File: config.mk
export PLATFORM = sky130hd
export DESIGN_NAME = uart_rx_core
export DESIGN_NICKNAME = d
export VERILOG_FILES = /design/src/rtl/uart_pkg.sv /design/src/rtl/uart_rx_sync.sv /design/src/rtl/uart_rx_core.sv
export SDC_FILE = /design/constraint.sdc
export NUM_CORES = 1
export LEC_CHECK = 0
export BUFFER_PORTS_ARGS = -buffer_cell sky130_fd_sc_hd__buf_2
export CAP_MARGIN = 25
export CORE_MARGIN = 2
export CORE_UTILIZATION = 40
export CTS_BUF_LIST = sky130_fd_sc_hd__clkbuf_4 sky130_fd_sc_hd__clkbuf_8 sky130_fd_sc_hd__clkbuf_16
export DETAILED_ROUTE_END_ITERATION = 12
export SLEW_MARGIN = 30
export SYNTH_ARGS = -nofsm -noshare
export SYNTH_HDL_FRONTEND = slang
export SYNTH_SLANG_ARGS = --single-unit
File: constraint.sdc
create_clock -name wb_clk_i -period 5.1 [get_ports wb_clk_i]
set_input_delay 0.255 -clock wb_clk_i [delete_from_list [all_inputs] [get_ports wb_clk_i]]
set_output_delay 0.255 -clock wb_clk_i [all_outputs]
set_load 0.05 [all_outputs]
File: src/rtl/uart_pkg.sv
// uart_pkg: shared UART receiver types and constants
package uart_pkg;
    typedef enum logic [1:0] {IDLE, START, DATA, STOP} rx_state_t;
    localparam int UART_DIV_W = 24;
    localparam int UART_MIN_DIV = 4;
    localparam int UART_DEFAULT_DIV = 434;
    localparam int DATA_BITS = 8;
endpackage

File: src/rtl/uart_rx_sync.sv
// uart_rx_sync: 2-flop pad synchronizer with falling-edge detect
module uart_rx_sync (
    input  logic wb_clk_i,
    input  logic wb_rst_i,
    input  logic rx_i,
    output logic rx_s,
    output logic fall
);
    logic meta;
    logic prev_s;
    always_ff @(posedge wb_clk_i) begin
        if (wb_rst_i) {meta, rx_s, prev_s} <= 3'b111;
        else {meta, rx_s, prev_s} <= {rx_i, meta, rx_s};
    end
    assign fall = prev_s & ~rx_s;
endmodule

File: src/rtl/uart_rx_core.sv
// uart_rx_core: 8N1 receiver with one-entry holding register and sticky error flags
module uart_rx_core
    import uart_pkg::*;
#(
    parameter int DIV_W   = UART_DIV_W,
    parameter int MIN_DIV = UART_MIN_DIV
) (
    input  logic             wb_clk_i,
    input  logic             wb_rst_i,
    input  logic [DIV_W-1:0] baud_div_i,
    input  logic             rx_en_i,
    input  logic             rx_i,
    output logic [7:0]       data_o,
    output logic             valid_o,
    input  logic             ready_i,
    output logic             frame_err_o,
    output logic             overrun_o,
    input  logic             clr_err_i,
    output logic             busy_o
);
    rx_state_t state, state_n;
    logic [DIV_W-1:0] cnt, cnt_n, div, half;
    logic [2:0] idx, idx_n;
    logic [7:0] sh, sh_n;
    logic rx_s, fall, tick, deliver, ferr_set;
    uart_rx_sync u_sync (
        .wb_clk_i (wb_clk_i),
        .wb_rst_i (wb_rst_i),
        .rx_i     (rx_i),
        .rx_s     (rx_s),
        .fall     (fall)
    );
    assign div = (baud_div_i < DIV_W'(MIN_DIV)) ? DIV_W'(MIN_DIV) : baud_div_i;
    assign half = div >> 1;
    assign tick = cnt == '0;
    assign busy_o = state != IDLE;
    always_comb begin
        state_n = state;
        cnt_n = tick ? cnt : cnt - DIV_W'(1);
        idx_n = idx;
        sh_n = sh;
        deliver = 1'b0;
        ferr_set = 1'b0;
        if (!rx_en_i) state_n = IDLE;
        else begin
            case (state)
                IDLE: if (fall) begin
                    state_n = START;
                    cnt_n = half - DIV_W'(1);
                end
                START: if (tick) begin
                    state_n = rx_s ? IDLE : DATA;
                    cnt_n = div - DIV_W'(1);
                    idx_n = '0;
                end
                DATA: if (tick) begin
                    sh_n = {rx_s, sh[7:1]};
                    cnt_n = div - DIV_W'(1);
                    idx_n = idx + 3'd1;
                    state_n = (idx == 3'(DATA_BITS - 1)) ? STOP : DATA;
                end
                STOP: if (tick) begin
                    state_n = IDLE;
                    deliver = rx_s;
                    ferr_set = ~rx_s;
                end
                default: state_n = IDLE;
            endcase
        end
    end
    always_ff @(posedge wb_clk_i) begin
        if (wb_rst_i) begin
            state <= IDLE;
            cnt <= '0;
            idx <= '0;
            sh <= '0;
            data_o <= '0;
            valid_o <= 1'b0;
            frame_err_o <= 1'b0;
            overrun_o <= 1'b0;
        end else begin
            state <= state_n;
            cnt <= cnt_n;
            idx <= idx_n;
            sh <= sh_n;
            if (deliver && (!valid_o || ready_i)) data_o <= sh;
            valid_o <= deliver | (valid_o & ~ready_i);
            frame_err_o <= ferr_set | (frame_err_o & ~clr_err_i);
            overrun_o <= (deliver & valid_o & ~ready_i) | (overrun_o & ~clr_err_i);
        end
    end
endmodule

==> metrics.md, run 1 <==
| Metric | Value |
|---|---|
| Status | `finished clean` |
| GP Congestion | `a little over 0.9` |
| Vias | `around 3,500` |
| Die Area | `a little under 0.01 sq mm` |
| CP Class | `in2reg` |
| Max frequency | `just over 300 MHz` |
| Synth area leaders | `dfxtp_1 (29%), xnor2_1 (7.9%), xor2_1 (6.7%), nand2_1 (5.7%), nor2_1 (4.3%)` |
| Sum Neg Setup Slack | `0 ps` |
| DP Wirelength | `roughly 7.7 mm` |
| Core Area | `about 0.0087 sq mm` |
| Synth unique cells | `57` |
| Worst-path clk slew | `110 ps` |
| Top_reg_cell synth | `dfxtp_1` |
| Biggest area consumer among synthesized cells | `dfxtp_1` |
| Clock Skew | `around 6.0 ps` |
| Final period util | `0.643` |
| CTS tree | `built` |
| Slew margin rel. | `0.366` |
| GR Util met1 | `0.319` |
| Total Routed Length | `a little over 10 mm` |
| Vias per cell | `around 5.8` |
| CP max FO | `10` |
| FILL cells | `around 950` |
| Synthesized cell area | `0.00355 sq mm` |
| Initial DRC Count | `between 200 and 250` |
| Clock Root Buffer | `clkbuf_8` |
| Design area | `~0.0039 sq mm` |
| Peak supply drop | `136 uV` |
| TritonCTS Buffers | `5` |
| Initial antenna violation count | `0` |
| # port buffers | `a little over 40` |
| Layout cells sized above 1 | `0.137` |
| M3 GR Usage | `0.0329` |
| Num ports | `42` |
| CTS resizes | `0` |
| Tightest Pin Transition | `949 ps` |
| Met2 usage | `0.330` |
| Post-CTS setup repair buffer count | `0` |
| FF/Latch Area | `slightly above 0.001 sq mm` |
| Syn Inst Count | `roughly 460` |
| CP required | `approximately 5300 ps` |
| Seq/Total Area, Yosys | `0.287` |
| Startpoint types | `input port` |
| Layout area overhead | `10.5%` |
| Hold Path Origin | `rx_i` |
| Nets | `roughly 530` |
| Later-pin clock latency in the skew report | `between 300 and 400 ps` |
| Dpl cell area | `about 0.0038 sq mm` |
| Vias in the first global route | `between 3,000 and 4,000` |
| Hold Vio Cnt, Final | `0` |
| GRT Total Usage | `0.214` |
| Worst Path Arrival | `3460 ps` |
| Clk buf depth | `2` |
| Starting density of the core | `0.409` |
| Static Leak | `around 1.5 nW` |
| Synth top cells by count | `nand2_1 (54), dfxtp_1 (51), nor2_1 (41), xnor2_1 (32)` |
| CTS H-tree depth | `2` |
| Final Max Slew Viols | `0` |
| # setup viols final | `0` |
| FF+latch count, synth | `51` |
| CP startpoint | `baud_div_i[7]` |
| Routed len/inst | `roughly 17 microns` |
| Largest net degree at the start of global routing | `43` |
| MaxCap Viol Count | `0` |
| EDFF count, synth | `0` |
| Most common cell in the synthesized netlist | `nand2_1` |
| R2r setup slk | `~2000 ps` |
| Power, Total | `~0.0016 W` |
| Critical path endpoint category | `flop` |
| GR peak layer | `met2` |
| Hold crit path type | `in2reg` |
| Power Dens Cells | `420 mW/mm^2` |
| Post-Syn Nets | `between 400 and 500` |
| DR pass1 iterations | `4` |
| Die X | `98.3 microns` |
| Multi-input logic area | `approximately 0.0024 sq mm` |
| Post-synth ARST share | `0` |
| GRT overflow | `0` |
| Fin crit period | `between 3000 and 4000 ps` |
| First-pass GRT wire length | `approximately 17 mm` |
| Syn avg cell area | `between 7 and 8 sq um` |
| R2r startpoint | `cnt[13]$_SDFF_PP0_` |
| Count of hold buffers inserted by post-cts repair | `0` |
| DRC | `0` |
| Synth top area share | `0.287` |
| Warnings, synthesis | `0` |
| RSZ-0062 raised after global routing | `no` |
| Antenna cells | `0` |
| Die height | `between 90 and 100 microns` |
| Post-route ant nets | `0` |
| Placement row count | `34` |
| # clock sinks | `between 50 and 60` |
[report_power, final]
group	switching [W]	internal, W	leakage, nW
logic	0.000499	0.000336	1.02
clock network	0.000157	0.000102	0.0502
registers	0.0000852	0.000471	0.415
[sequential cells by signal (all words and copies together), names as in the netlist, named ones only]
register	flops
u_sync.rx_s	1
valid_o	1
data_o	8
sh	8
cnt	24
u_sync.prev_s	1
u_sync.meta	1
state	1
frame_err_o	1
overrun_o	1
idx	3
[critical path, stage by stage]
cell,delay [ps]
buf_2,130
nor4_1,670
and3_1,480
nand3_1,200
nand2_1,170
ha_1,310
and4_1,310
nand2_1,110
nor4_1,380
xor2_1,120
a32oi_1,210
a21oi_1,90
[per-layer routing]
metal,vias up,share of wire
met3,8,0.050
met4,0,0.010
met2,98,0.45
met5,-,0
li1,1703,-
met1,1645,0.49
[cells in the final DEF, fill, tap and decap left out, types with 11 or more instances in the layout]
cell | synthesis | routed
a21oi_1 | 27 | 27
dfxtp_1 | 51 | 51
ha_1 | 11 | 11
nor4_1 | 15 | 15
a22oi_1 | 12 | 12
nor2_1 | 41 | 41
xnor2_1 | 32 | 32
xor2_1 | 27 | 27
nand2_1 | 54 | 54
nand3_1 | 21 | 21
buf_2 | 3 | 41
o21ai_0 | 13 | 13
nor3_1 | 21 | 21
[area by class of cell]
class                           instances  area share
Timing Repair Buffer                   46      0.0618
Sequential cell                        51       0.260
Multi-Input combinational cell        375       0.611
Clock inverter                          3     0.00733
Inverter                                8     0.00765
Tap cell                              108      0.0344
Clock buffer                            5      0.0175
[through the flow]
step | setup slack (ps) | hold slack [ps] | util | cells
floorplan | 1780 | 359 | - | 457
global placement | 1690 | 402 | 0.441 | 588
detailed placement | 1480 | 404 | 0.441 | 588
global route | 1410 | 103 | 0.452 | 596
CTS | 1710 | 112 | 0.452 | 596
finish | 1820 | 113 | 0.452 | 596
[kinds of logic (layout without fill, tap and decap cells)]
kind of cell               count (synthesis)  after routing  synth area share
DFF                                       51             51             0.287
AOI/OAI and AO/OA                         93             93             0.171
xor gates and xnor gates                  59             59             0.145
buffers and inverters                     31             62            0.0380
adders and majority gates                 11             11            0.0387
and+or+nand+nor                          203            203             0.294
muxes                                      9              9            0.0254
[path summary, 6_finish.rpt]
kind / end / cells past startpoint
max: cnt[22]$_SDFF_PP0_ / 12
max reg2reg: data_o[0]$_SDFFE_PP0P_ / 7
min: u_sync.meta$_SDFF_PP1_ / 2
min reg2reg: u_sync.rx_s$_SDFF_PP1_ / 1
(Power assumes the default switching activity.)
==> run 2, diff against run 1 <==
==> constraint.sdc (replaced) <==
create_clock -name wb_clk_i -period 3.45 [get_ports wb_clk_i]
set_input_delay 0.1725 -clock wb_clk_i [delete_from_list [all_inputs] [get_ports wb_clk_i]]
set_output_delay 0.1725 -clock wb_clk_i [all_outputs]
set_load 0.05 [all_outputs]
==> run 2 against run 1 <==
Compared with the run above:
- sequential share of layout area is 0.33 points lower
- first-iteration DRC count is 16% higher
- via count is 0.23% higher
- critical path depth stayed put
- die area stayed put
- worst hold slack worse by 70 ps
- count of clock-buffer cells in the layout stayed put
- cell area is 1.3% higher
- core utilization is 0.58 points higher
- global-route usage is 0.52 points lower
==> metrics.md, run 2 (synthesis gave the netlist of run 1 again) <==
| Metric | Value |
|---|---|
| Status | `finished clean` |
| Startpoint types | `input port` |
| CP Class | `in2reg` |
| Later-pin clock latency in the skew report | `300 ps (-20 ps)` |
| TritonCTS Buffers | `5 (unchanged)` |
| GRT overflow | `0 (unchanged)` |
| R2r startpoint | `cnt[13]$_SDFF_PP0_` |
| Initial DRC Count | `282 (+16%)` |
| Count of hold buffers inserted by post-cts repair | `0 (unchanged)` |
| First-pass GRT wire length | `16.5 mm (-1.6%)` |
| Slew margin rel. | `0.454 (+0.0878)` |
| # port buffers | `41 (unchanged)` |
| RSZ-0062 raised after global routing | `no` |
| R2r setup slk | `590 ps (-1400 ps)` |
| Vias in the first global route | `3,209 (+2.4%)` |
| Placement row count | `34 (unchanged)` |
| Die X | `98.3 microns (unchanged)` |
| Power Dens Cells | `604 mW/mm^2 (+44%)` |
| Sum Neg Setup Slack | `0 ps (unchanged)` |
| DP Wirelength | `7.78 mm (+1.1%)` |
| Die height | `98.3 microns (unchanged)` |
| FILL cells | `902 (-4.6%)` |
| Fin crit period | `slightly below 3000 ps` |
| Layout cells sized above 1 | `0.149 (+0.0119)` |
| Vias per cell | `5.73 (-1.1%)` |
| Hold slack final | `42.8 ps (-69.7 ps)` |
| DRC | `0 (unchanged)` |
| Vias | `3,462 (+0.23%)` |
| Antenna cells | `0 (unchanged)` |
| # clock sinks | `51 (unchanged)` |
| # setup viols final | `0 (unchanged)` |
| Hold Path Sink | `u_sync.meta$_SDFF_PP1_` |
| Commonest cells after routing, fill and taps aside | `nand2_1 (54), dfxtp_1 (51), nor2_1 (41), buf_2 (41), xnor2_1 (32)` |
| Setup ws final | `545 ps (-1280 ps)` |
| Worst-path clk slew | `100 ps (about the same)` |
| Hold Path Stages | `2 (unchanged)` |
| Power, Total | `0.00240 W (+46%)` |
| Clock Root Buffer | `clkbuf_8` |
| Placed insts | `597 (+1.5%)` |
| CTS tree | `built` |
| Critical path endpoint category | `flop` |
| Final period util | `0.842` |
| Most flops, register | `cnt` |
| Max reg flops | `24 (unchanged)` |
| Hold Vio Cnt, Final | `0 (unchanged)` |
| Worst R2R End | `cnt[12]$_SDFF_PP0_` |
| Static Leak | `1.52 nW (+2.6%)` |
| GP Congestion | `0.938 (+0.68%)` |
| Final Max Slew Viols | `0 (unchanged)` |
| Initial antenna violation count | `0 (unchanged)` |
| MaxCap Viol Count | `0 (unchanged)` |
| Worst Path Arrival | `3060 ps (-400 ps)` |
| Core Area | `0.00868 sq mm (unchanged)` |
| Total Routed Length | `10.1 mm (-0.82%)` |
| Peak supply drop | `214 uV (+58%)` |
| Hold Path Origin | `rx_i` |
| Largest net degree at the start of global routing | `43 (unchanged)` |
| CP required | `3600 ps (-1680 ps)` |
| CP startpoint | `baud_div_i[20]` |
| Tightest Pin Transition | `819 ps (-130 ps)` |
| Hold crit path type | `in2reg` |
| Finished Layout Cells | `604 (+1.3%)` |
| CTS H-tree depth | `2 (unchanged)` |
| Nets | `537 (+1.7%)` |
| GRT Total Usage | `0.209 (-0.00522)` |
| CP max FO | `7 (-3)` |
| Layout area overhead | `11.9%` |
| Max frequency | `around 340 MHz` |
| Clock Skew | `8.73 ps (+2.74 ps)` |
| CTS resizes | `0 (unchanged)` |
| Reg2Reg Depth | `7 (unchanged)` |
| DR pass1 iterations | `5 (+1)` |
| Post-CTS setup repair buffer count | `0 (unchanged)` |
| Biggest regs | `cnt (24), data_o (8), sh (8)` |
| Routed len/inst | `16.7 microns (-2.1%)` |
| Commonest non-fill, non-tap cell in the layout | `nand2_1` |
| Pre-CTS setup slack | `261 ps (-1220 ps)` |
| Starting density of the core | `0.409 (unchanged)` |
| Clk buf depth | `2 (unchanged)` |
| Die Area | `0.00965 sq mm (unchanged)` |
| Post-route ant nets | `0 (unchanged)` |
| Num ports | `42 (unchanged)` |
==> run 2: worst max-delay path by stage <==
stage / end / slack [ps] / depth (start not counted)
finish: cnt[22]$_SDFF_PP0_ / 540 / 12
global route: cnt[22]$_SDFF_PP0_ / 190 / 12
CTS: cnt[22]$_SDFF_PP0_ / 580 / 12
detailed placement: cnt[22]$_SDFF_PP0_ / 260 / 12
global placement: cnt[22]$_SDFF_PP0_ / 380 / 12
floorplan: cnt[22]$_SDFF_PP0_ / 210 / 13
==> run 2: cell type report <==
type                       count  area, sq um  area share
tap                          108          135      0.0340
sequential                    51         1020       0.257
inverter                       8         30.0     0.00755
multi-input combinational    375         2400       0.603
clock inverter                 2         13.8     0.00346
clock buffer                   5         68.8      0.0173
timing repair buffer          55          310      0.0780
==> run 2: power by group <==
part	switching [W]	total, W	leakage, nW	internal [W]
Clock	0.000202	0.000342	0.0440	0.000139
Sequential	0.000115	0.000811	0.415	0.000696
Combinational	0.000727	0.00125	1.07	0.000521
==> run 2: stage by stage <==
step           utilization  cell area, sq um
3_5_place_dp         0.449              3890
5_1_grt              0.458              3980
4_1_cts              0.458              3980
2_1_floorplan            -              3550
3_3_place_gp         0.449              3890
6_report             0.458              3980
==> run 2: worst max-delay path, stage by stage <==
cell and delay [ps]:
buf_2 130, nor4_1 480, and3b_1 360, nand3_1 170
nand2_1 150, ha_1 310, and4_1 320, nand2_1 110
nor4_1 400, xor2_1 140, a32oi_1 220, a21oi_1 80
==> run 2: routing by layer <==
| metal | part of all wire | global-route usage | vias to the layer above |
|---|---|---|---|
| met2 | 0.43 | 0.315 | 112 |
| li1 | - | - | 1716 |
| met3 | 0.051 | 0.0243 | 13 |
| met4 | 0.018 | 0.0674 | 0 |
| met1 | 0.50 | 0.311 | 1621 |
| met5 | 0 | 0 | - |
